==> config.mk <==
export PLATFORM = sky130hd
export DESIGN_NAME = decode_stage_hs
export DESIGN_NICKNAME = d
export VERILOG_FILES = /design/src/rtl/decode_stage_hs.sv
export SDC_FILE = /design/constraint.sdc
export NUM_CORES = 2
export LEC_CHECK = 0
export BUFFER_PORTS_ARGS = -buffer_cell sky130_fd_sc_hd__buf_4
export CAP_MARGIN = 20
export CORE_MARGIN = 2
export CORE_UTILIZATION = 35
export CTS_CLUSTER_SIZE = 12
export DETAILED_ROUTE_END_ITERATION = 7
export GPL_ROUTABILITY_DRIVEN = 0
export PLACE_DENSITY = 0.54
export SYNTH_ARGS = -nofsm -noshare
export SYNTH_HDL_FRONTEND = slang
export SYNTH_SLANG_ARGS = --single-unit
==> constraint.sdc <==
create_clock -name clk_i -period 42 [get_ports clk_i]
set_input_delay 4.2 -clock clk_i [delete_from_list [all_inputs] [get_ports clk_i]]
set_output_delay 4.2 -clock clk_i [all_outputs]
set_load 0.03 [all_outputs]
==> src/rtl/decode_stage_hs.sv <==
// Decode stage: register file with writeback bypass, control/immediate decode,
// load-use stall counter and elastic valid/ready handshakes on both sides.
module decode_stage_hs #(
    parameter int              XLEN           = 32,
    parameter int              NUM_REGS       = 32,
    parameter int              LOAD_USE_STALL = 1,
    parameter logic [XLEN-1:0] RESET_PC       = {XLEN{1'b1}} << 2
) (
    input  logic            clk_i,
    input  logic            rst_i,
    input  logic            id_valid_i,
    output logic            id_ready_o,
    input  logic [31:0]     instr_i,
    input  logic [XLEN-1:0] pc_i,
    input  logic [XLEN-1:0] btb_pc_i,
    input  logic            bp_taken_i,
    input  logic            flush_i,
    input  logic            ex_is_load_i,
    input  logic [4:0]      ex_rd_i,
    input  logic            wb_we_i,
    input  logic [4:0]      wb_rd_i,
    input  logic [XLEN-1:0] wb_data_i,
    output logic            ex_valid_o,
    input  logic            ex_ready_i,
    output logic [XLEN-1:0] rs1_data_o,
    output logic [XLEN-1:0] rs2_data_o,
    output logic [XLEN-1:0] imm_o,
    output logic [XLEN-1:0] pc_o,
    output logic [XLEN-1:0] btb_pc_o,
    output logic            bp_taken_o,
    output logic [14:0]     labels_o,
    output logic [16:0]     ctrl_o,
    output logic            stall_o
);

    localparam int CW = (LOAD_USE_STALL > 1) ? $clog2(LOAD_USE_STALL) : 1;
    localparam logic [5:0] NR = 6'(NUM_REGS);

    typedef enum logic [3:0] {
        ALU_ADD, ALU_SUB, ALU_SLL, ALU_SLT, ALU_SLTU,
        ALU_XOR, ALU_SRL, ALU_SRA, ALU_OR, ALU_AND, ALU_PASSB
    } alu_op_e;

    logic [6:0] opcode;
    logic [4:0] rd, rs1, rs2;
    logic [2:0] f3;
    logic       f7b5;

    assign opcode = instr_i[6:0];
    assign rd     = instr_i[11:7];
    assign f3     = instr_i[14:12];
    assign rs1    = instr_i[19:15];
    assign rs2    = instr_i[24:20];
    assign f7b5   = instr_i[30];

    logic op_lui, op_auipc, op_jal, op_jalr, op_br, op_ld, op_st, op_imm, op_reg;

    assign op_lui   = opcode == 7'b0110111;
    assign op_auipc = opcode == 7'b0010111;
    assign op_jal   = opcode == 7'b1101111;
    assign op_jalr  = opcode == 7'b1100111;
    assign op_br    = opcode == 7'b1100011;
    assign op_ld    = opcode == 7'b0000011;
    assign op_st    = opcode == 7'b0100011;
    assign op_imm   = opcode == 7'b0010011;
    assign op_reg   = opcode == 7'b0110011;

    logic       reg_we, rs1_pc, rs2_imm, uncond;
    logic [1:0] wb_sel;
    alu_op_e    alu_op, alu_fn;

    always_comb begin
        alu_fn = ALU_ADD;
        case (f3)
            3'b000: if (op_reg && f7b5) alu_fn = ALU_SUB;
            3'b001: alu_fn = ALU_SLL;
            3'b010: alu_fn = ALU_SLT;
            3'b011: alu_fn = ALU_SLTU;
            3'b100: alu_fn = ALU_XOR;
            3'b101: alu_fn = f7b5 ? ALU_SRA : ALU_SRL;
            3'b110: alu_fn = ALU_OR;
            default: alu_fn = ALU_AND;
        endcase
    end

    // wb_sel: 0 = alu, 1 = memory, 2 = pc+4
    always_comb begin
        reg_we  = 1'b0;
        rs1_pc  = 1'b0;
        rs2_imm = 1'b0;
        uncond  = 1'b0;
        wb_sel  = 2'd0;
        alu_op  = ALU_ADD;
        unique case (1'b1)
            op_lui:   begin reg_we = 1'b1; rs2_imm = 1'b1; alu_op = ALU_PASSB; end
            op_auipc: begin reg_we = 1'b1; rs1_pc = 1'b1; rs2_imm = 1'b1; end
            op_jal:   begin
                reg_we = 1'b1; rs1_pc = 1'b1; rs2_imm = 1'b1;
                uncond = 1'b1; wb_sel = 2'd2;
            end
            op_jalr:  begin
                reg_we = 1'b1; rs2_imm = 1'b1;
                uncond = 1'b1; wb_sel = 2'd2;
            end
            op_br:    alu_op = ALU_SUB;
            op_ld:    begin reg_we = 1'b1; rs2_imm = 1'b1; wb_sel = 2'd1; end
            op_st:    rs2_imm = 1'b1;
            op_imm:   begin reg_we = 1'b1; rs2_imm = 1'b1; alu_op = alu_fn; end
            op_reg:   begin reg_we = 1'b1; alu_op = alu_fn; end
            default:  ;
        endcase
    end

    logic [31:0] imm32;

    always_comb begin
        imm32 = 32'd0;
        unique case (1'b1)
            op_lui | op_auipc: imm32 = {instr_i[31:12], 12'd0};
            op_jal:  imm32 = {{11{instr_i[31]}}, instr_i[31], instr_i[19:12],
                              instr_i[20], instr_i[30:21], 1'b0};
            op_br:   imm32 = {{19{instr_i[31]}}, instr_i[31], instr_i[7],
                              instr_i[30:25], instr_i[11:8], 1'b0};
            op_st:   imm32 = {{20{instr_i[31]}}, instr_i[31:25], instr_i[11:7]};
            op_jalr | op_ld | op_imm:
                     imm32 = {{20{instr_i[31]}}, instr_i[31:20]};
            default: imm32 = 32'd0;
        endcase
    end

    // Registers at or above NUM_REGS are never written and stay zero.
    logic [XLEN-1:0] regs [32];
    logic            wb_ok;

    assign wb_ok = wb_we_i && wb_rd_i != 5'd0 && {1'b0, wb_rd_i} < NR;

    always_ff @(posedge clk_i or posedge rst_i) begin
        if (rst_i) begin
            for (int i = 0; i < 32; i++) regs[i] <= '0;
        end else if (wb_ok) begin
            regs[wb_rd_i] <= wb_data_i;
        end
    end

    logic [XLEN-1:0] rs1_val, rs2_val;

    assign rs1_val = (rs1 == 5'd0 || {1'b0, rs1} >= NR) ? '0 :
                     (wb_we_i && wb_rd_i == rs1) ? wb_data_i : regs[rs1];
    assign rs2_val = (rs2 == 5'd0 || {1'b0, rs2} >= NR) ? '0 :
                     (wb_we_i && wb_rd_i == rs2) ? wb_data_i : regs[rs2];

    logic          hit, store_exc, ld_st_fwd, cnt_zero, slot_free;
    logic [CW-1:0] cnt;

    assign hit = id_valid_i && ex_is_load_i && ex_rd_i != 5'd0 &&
                 (rs1 == ex_rd_i || rs2 == ex_rd_i);
    // Store data can be forwarded late from the load; only the address stalls.
    assign store_exc = op_st && rs2 == ex_rd_i && rs1 != ex_rd_i;
    assign ld_st_fwd = hit && store_exc;
    assign cnt_zero  = cnt == '0;
    assign stall_o   = !flush_i &&
                       ((hit && !store_exc && cnt_zero) || !cnt_zero);
    assign slot_free  = !ex_valid_o || ex_ready_i;
    assign id_ready_o = (slot_free && !stall_o) || flush_i;

    always_ff @(posedge clk_i or posedge rst_i) begin
        if (rst_i) begin
            cnt <= '0;
        end else if (flush_i) begin
            cnt <= '0;
        end else if (hit && !store_exc && cnt_zero) begin
            cnt <= CW'(LOAD_USE_STALL - 1);
        end else if (!cnt_zero) begin
            cnt <= cnt - CW'(1);
        end
    end

    always_ff @(posedge clk_i or posedge rst_i) begin
        if (rst_i) begin
            ex_valid_o <= 1'b0;
            rs1_data_o <= '0;
            rs2_data_o <= '0;
            imm_o      <= '0;
            pc_o       <= RESET_PC;
            btb_pc_o   <= '0;
            bp_taken_o <= 1'b0;
            labels_o   <= '0;
            ctrl_o     <= '0;
        end else if (flush_i) begin
            ex_valid_o <= 1'b0;
        end else if (slot_free) begin
            if (stall_o) begin
                ex_valid_o <= 1'b0;
            end else if (id_valid_i) begin
                ex_valid_o <= 1'b1;
                rs1_data_o <= rs1_val;
                rs2_data_o <= rs2_val;
                imm_o      <= XLEN'($signed(imm32));
                pc_o       <= pc_i;
                btb_pc_o   <= btb_pc_i;
                bp_taken_o <= bp_taken_i;
                labels_o   <= {rd, rs1, rs2};
                ctrl_o     <= {reg_we, rs1_pc, rs2_imm, op_br, op_st, op_ld,
                               uncond, wb_sel, alu_op, f3, ld_st_fwd};
            end else begin
                ex_valid_o <= 1'b0;
            end
        end
    end

endmodule
==> results.md <==
* Initial core utilization at 35.3%
* DP HPWL at 124000 um
* Area Overhead vs Synth at 14.4%
* # resized after CTS at 0
* Number of nets in the layout at 4870
* GR Layer Usage met2 at 37.1%
* Clock sink total at 1218
* Synth Flop Type: dfrtp_1
* Die Area at 184000 um^2
* Register area at 30500 um^2
* Buffers on Ports at 341
* Setup Fix Bufs, Post-CTS at 0
* Top area cells in the synthesized netlist: dfrtp_1, mux2_2, mux4_2, nand2_1, clkbuf_1
* CTS tree: built
* Share of the synthesized area in the top cell type at 47.1%
* Crit. End Element: primary output
* DR vias/cell at 5.85
* Vert. Die Dim at 429 um
* GRT Overall Usage at 23.3%
* Number of placement rows at 155
* Final worst-path cycle share at 25.2%
* Yosys cell types at 54
* Wire length of the first global-routing pass at 315000 um
* Congestion Overflow GR at 0
* I/O Pins at 342
* Cells after Synth at 4634
* Worst-Skew Late Latency at 0.80 ns
* Syn Area/Cell at 13.6 um^2
* Mapped Nets at 4780
* DR vias at 42100
* Synth Cell Area at 63100 um^2
* DRT iter0 DRCs at 3732
* CTS Buffer Depth at 3
* Setup crit end: id_ready_o
* 1st-pass router iterations at 5
* Clk_skew at 0.0188 ns
* Hold Path Class: flop to flop
* Worst EP arrival at 6.40 ns
* Worst-path clk slew at 0.05 ns
* Crit Path Max Fanout at 45
* H-tree Lvls at 4
* Synth cell count leaders: dfrtp_1, mux2_2, mux4_2, nand2_1, clkbuf_1
* CP required at 37.80 ns
* RSZ-0062 raised after global routing: no
* Fmax at 0.0943 GHz
* Multi-input logic area at 30700 um^2
* Hold_sp: regs[1015]$_DFFE_PP0P_
* Final hold vios at 0
* Number of max-cap violations at 0
* Die width at 429 um
* Yosys reg bits at 1218
* Most common cell in the synthesized netlist: dfrtp_1
* Post-route DRC at 0
* Worst R2R Setup Slack at 38.67 ns
* Met3 Track Usage GR at 4.04%
* Result of the run: complete, no violations
* Core Util, Final at 40.4%
* Hold_buf cts at 0
* Clock root buffer: clkbuf_16
* Final Critical Period at 10.60 ns
* Vias in the first global route at 42800
* Initial antenna violation count at 10
* Leak at 0.0312 uW
* Post-synth EDFFs at 0
* Critical setup path kind: input port to primary output
* Fin Setup TNS at 0 ns
* Total CTS buffers at 138
* Drt total wl at 216000 um
* Most area-hungry cell type in the Yosys netlist: dfrtp_1
* Met1 usage at 31.7%
* Core ar. at 179000 um^2
* Peak supply drop at 0.0323 mV
* # fillers at 16700
* PwrDens at 49.0 nW/um^2
* R2R Path End: pc_o[13]$_DFFE_PP1P_
* Register area share after synthesis at 48.3%
* Final Max Slew Viols at 0
* GR peak layer: met2
* Share of post-route cells with drive strength above 1 at 49.1%
* Reg2reg path depth at 6
* Synth warn at 0
* Measured slew at the worst slew-check pin at 1.20 ns
* Nature of the critical path startpoint: input port
* Post-route antenna net violation count at 0
* Ys async rst share at 100%
* Final Setup Violations at 0
* Largest net degree at the start of global routing at 169
* RR Startpoint: ex_valid_o$_DFFE_PP0P_
* Average wire per standard cell at 30.0 um
* Worst slew margin at 19.8%
* Crit. Startpoint: instr_i[21]
[state kept, by name, summed over array words and instances (netlist names)]
signal,flops
bp_taken_o,1
btb_pc_o,32
ctrl_o,17
ex_valid_o,1
imm_o,32
labels_o,15
pc_o,32
regs,1024
rs1_data_o,32
rs2_data_o,32
[per-layer routing]
metal	up-vias	part of all wire [%]
met5	-	0.016
met4	6	4.0
met3	396	6.0
met2	1511	47
met1	22700	43
li1	17500	-
[through the flow]
step	hold WS, ns	std cells	power (uW)	instance area (um^2)	setup WS [ns]
detailed placement	0.386	6938	2310	67600	31.40
finish	0.396	7191	3540	72200	31.40
global route	0.406	7189	3690	72200	31.24
global placement	0.381	6936	2290	67600	31.33
floorplan	0.441	4634	2080	63100	3.53
CTS	0.399	7183	3560	72200	31.40
[power breakdown]
| group | leakage, uW | internal [uW] | switching (uW) |
|---|---|---|---|
| sequential | 0.0155 | 1390 | 167 |
| clock | 0.00228 | 735 | 511 |
| combinational | 0.0133 | 400 | 328 |
[placed cells by master (no fill, tap or decap), types with 5 or more instances in the layout]
master	instances
mux2i_1	109
a2111oi_0	11
nand2_2	12
buf_12	6
o31ai_2	29
a211oi_1	6
nand2b_1	133
nand3_1	133
buf_4	419
and3_1	32
o31ai_1	38
a22oi_1	27
mux2_2	1186
dfrtp_1	1188
clkbuf_1	30
nor3_1	6
mux4_2	414
nor2_1	86
xor2_1	11
nor2b_1	5
a221oi_1	20
diode_2	7
clkbuf_8	35
a21oi_1	97
o21ai_0	52
o211ai_1	12
clkinv_2	18
clkbuf_16	145
bufinv_16	7
inv_1	6
xnor2_1	5
buf_8	5
o22ai_1	55
dfstp_2	30
a31oi_1	66
nand2_1	301
inv_6	8
nor2_4	23
[cell families (layout without fill, tap and decap cells)]
kind of cell / Yosys count / after routing / synth area share (%)
compound gates: 430 / 430 / 4.62
xor+xnor: 16 / 16 / 0.222
buf+inv: 490 / 685 / 3.46
flops: 1218 / 1218 / 48.3
mux: 1709 / 1709 / 37.7
other cells: 0 / 7 / 0
simple gates: 771 / 771 / 5.70
[critical path, stage by stage]
cell and delay [ns]:
buf_8 0.27, buf_4 0.78, nand2b_1 0.20, o2111a_1 0.17
nand3_1 0.10, o21a_1 0.24, o21ai_0 0.15, nand2b_1 0.08
buf_4 0.17
[area by class of cell]
| type | count | share of cell area, % |
|---|---|---|
| clock inverter | 35 | 0.533 |
| antenna | 7 | 0.0242 |
| tap | 2355 | 4.08 |
| sequential | 1218 | 42.2 |
| clock buffer | 210 | 5.85 |
| inverter | 7 | 0.0468 |
| timing repair buffer | 433 | 4.71 |
| multi-input combinational | 2926 | 42.5 |
[worst min-delay path by stage]
| stage | endpoint | depth (start not counted) | slack (ns) |
|---|---|---|---|
| floorplan | regs[1001]$_DFFE_PP0P_ | 1 | 0.44 |
| global placement | regs[1012]$_DFFE_PP0P_ | 0 | 0.38 |
| detailed placement | regs[1023]$_DFFE_PP0P_ | 0 | 0.39 |
| CTS | regs[1011]$_DFFE_PP0P_ | 0 | 0.40 |
| global route | regs[1005]$_DFFE_PP0P_ | 0 | 0.41 |
| finish | regs[1015]$_DFFE_PP0P_ | 0 | 0.40 |
No activity file was read; power rests on OpenSTA's default activity.
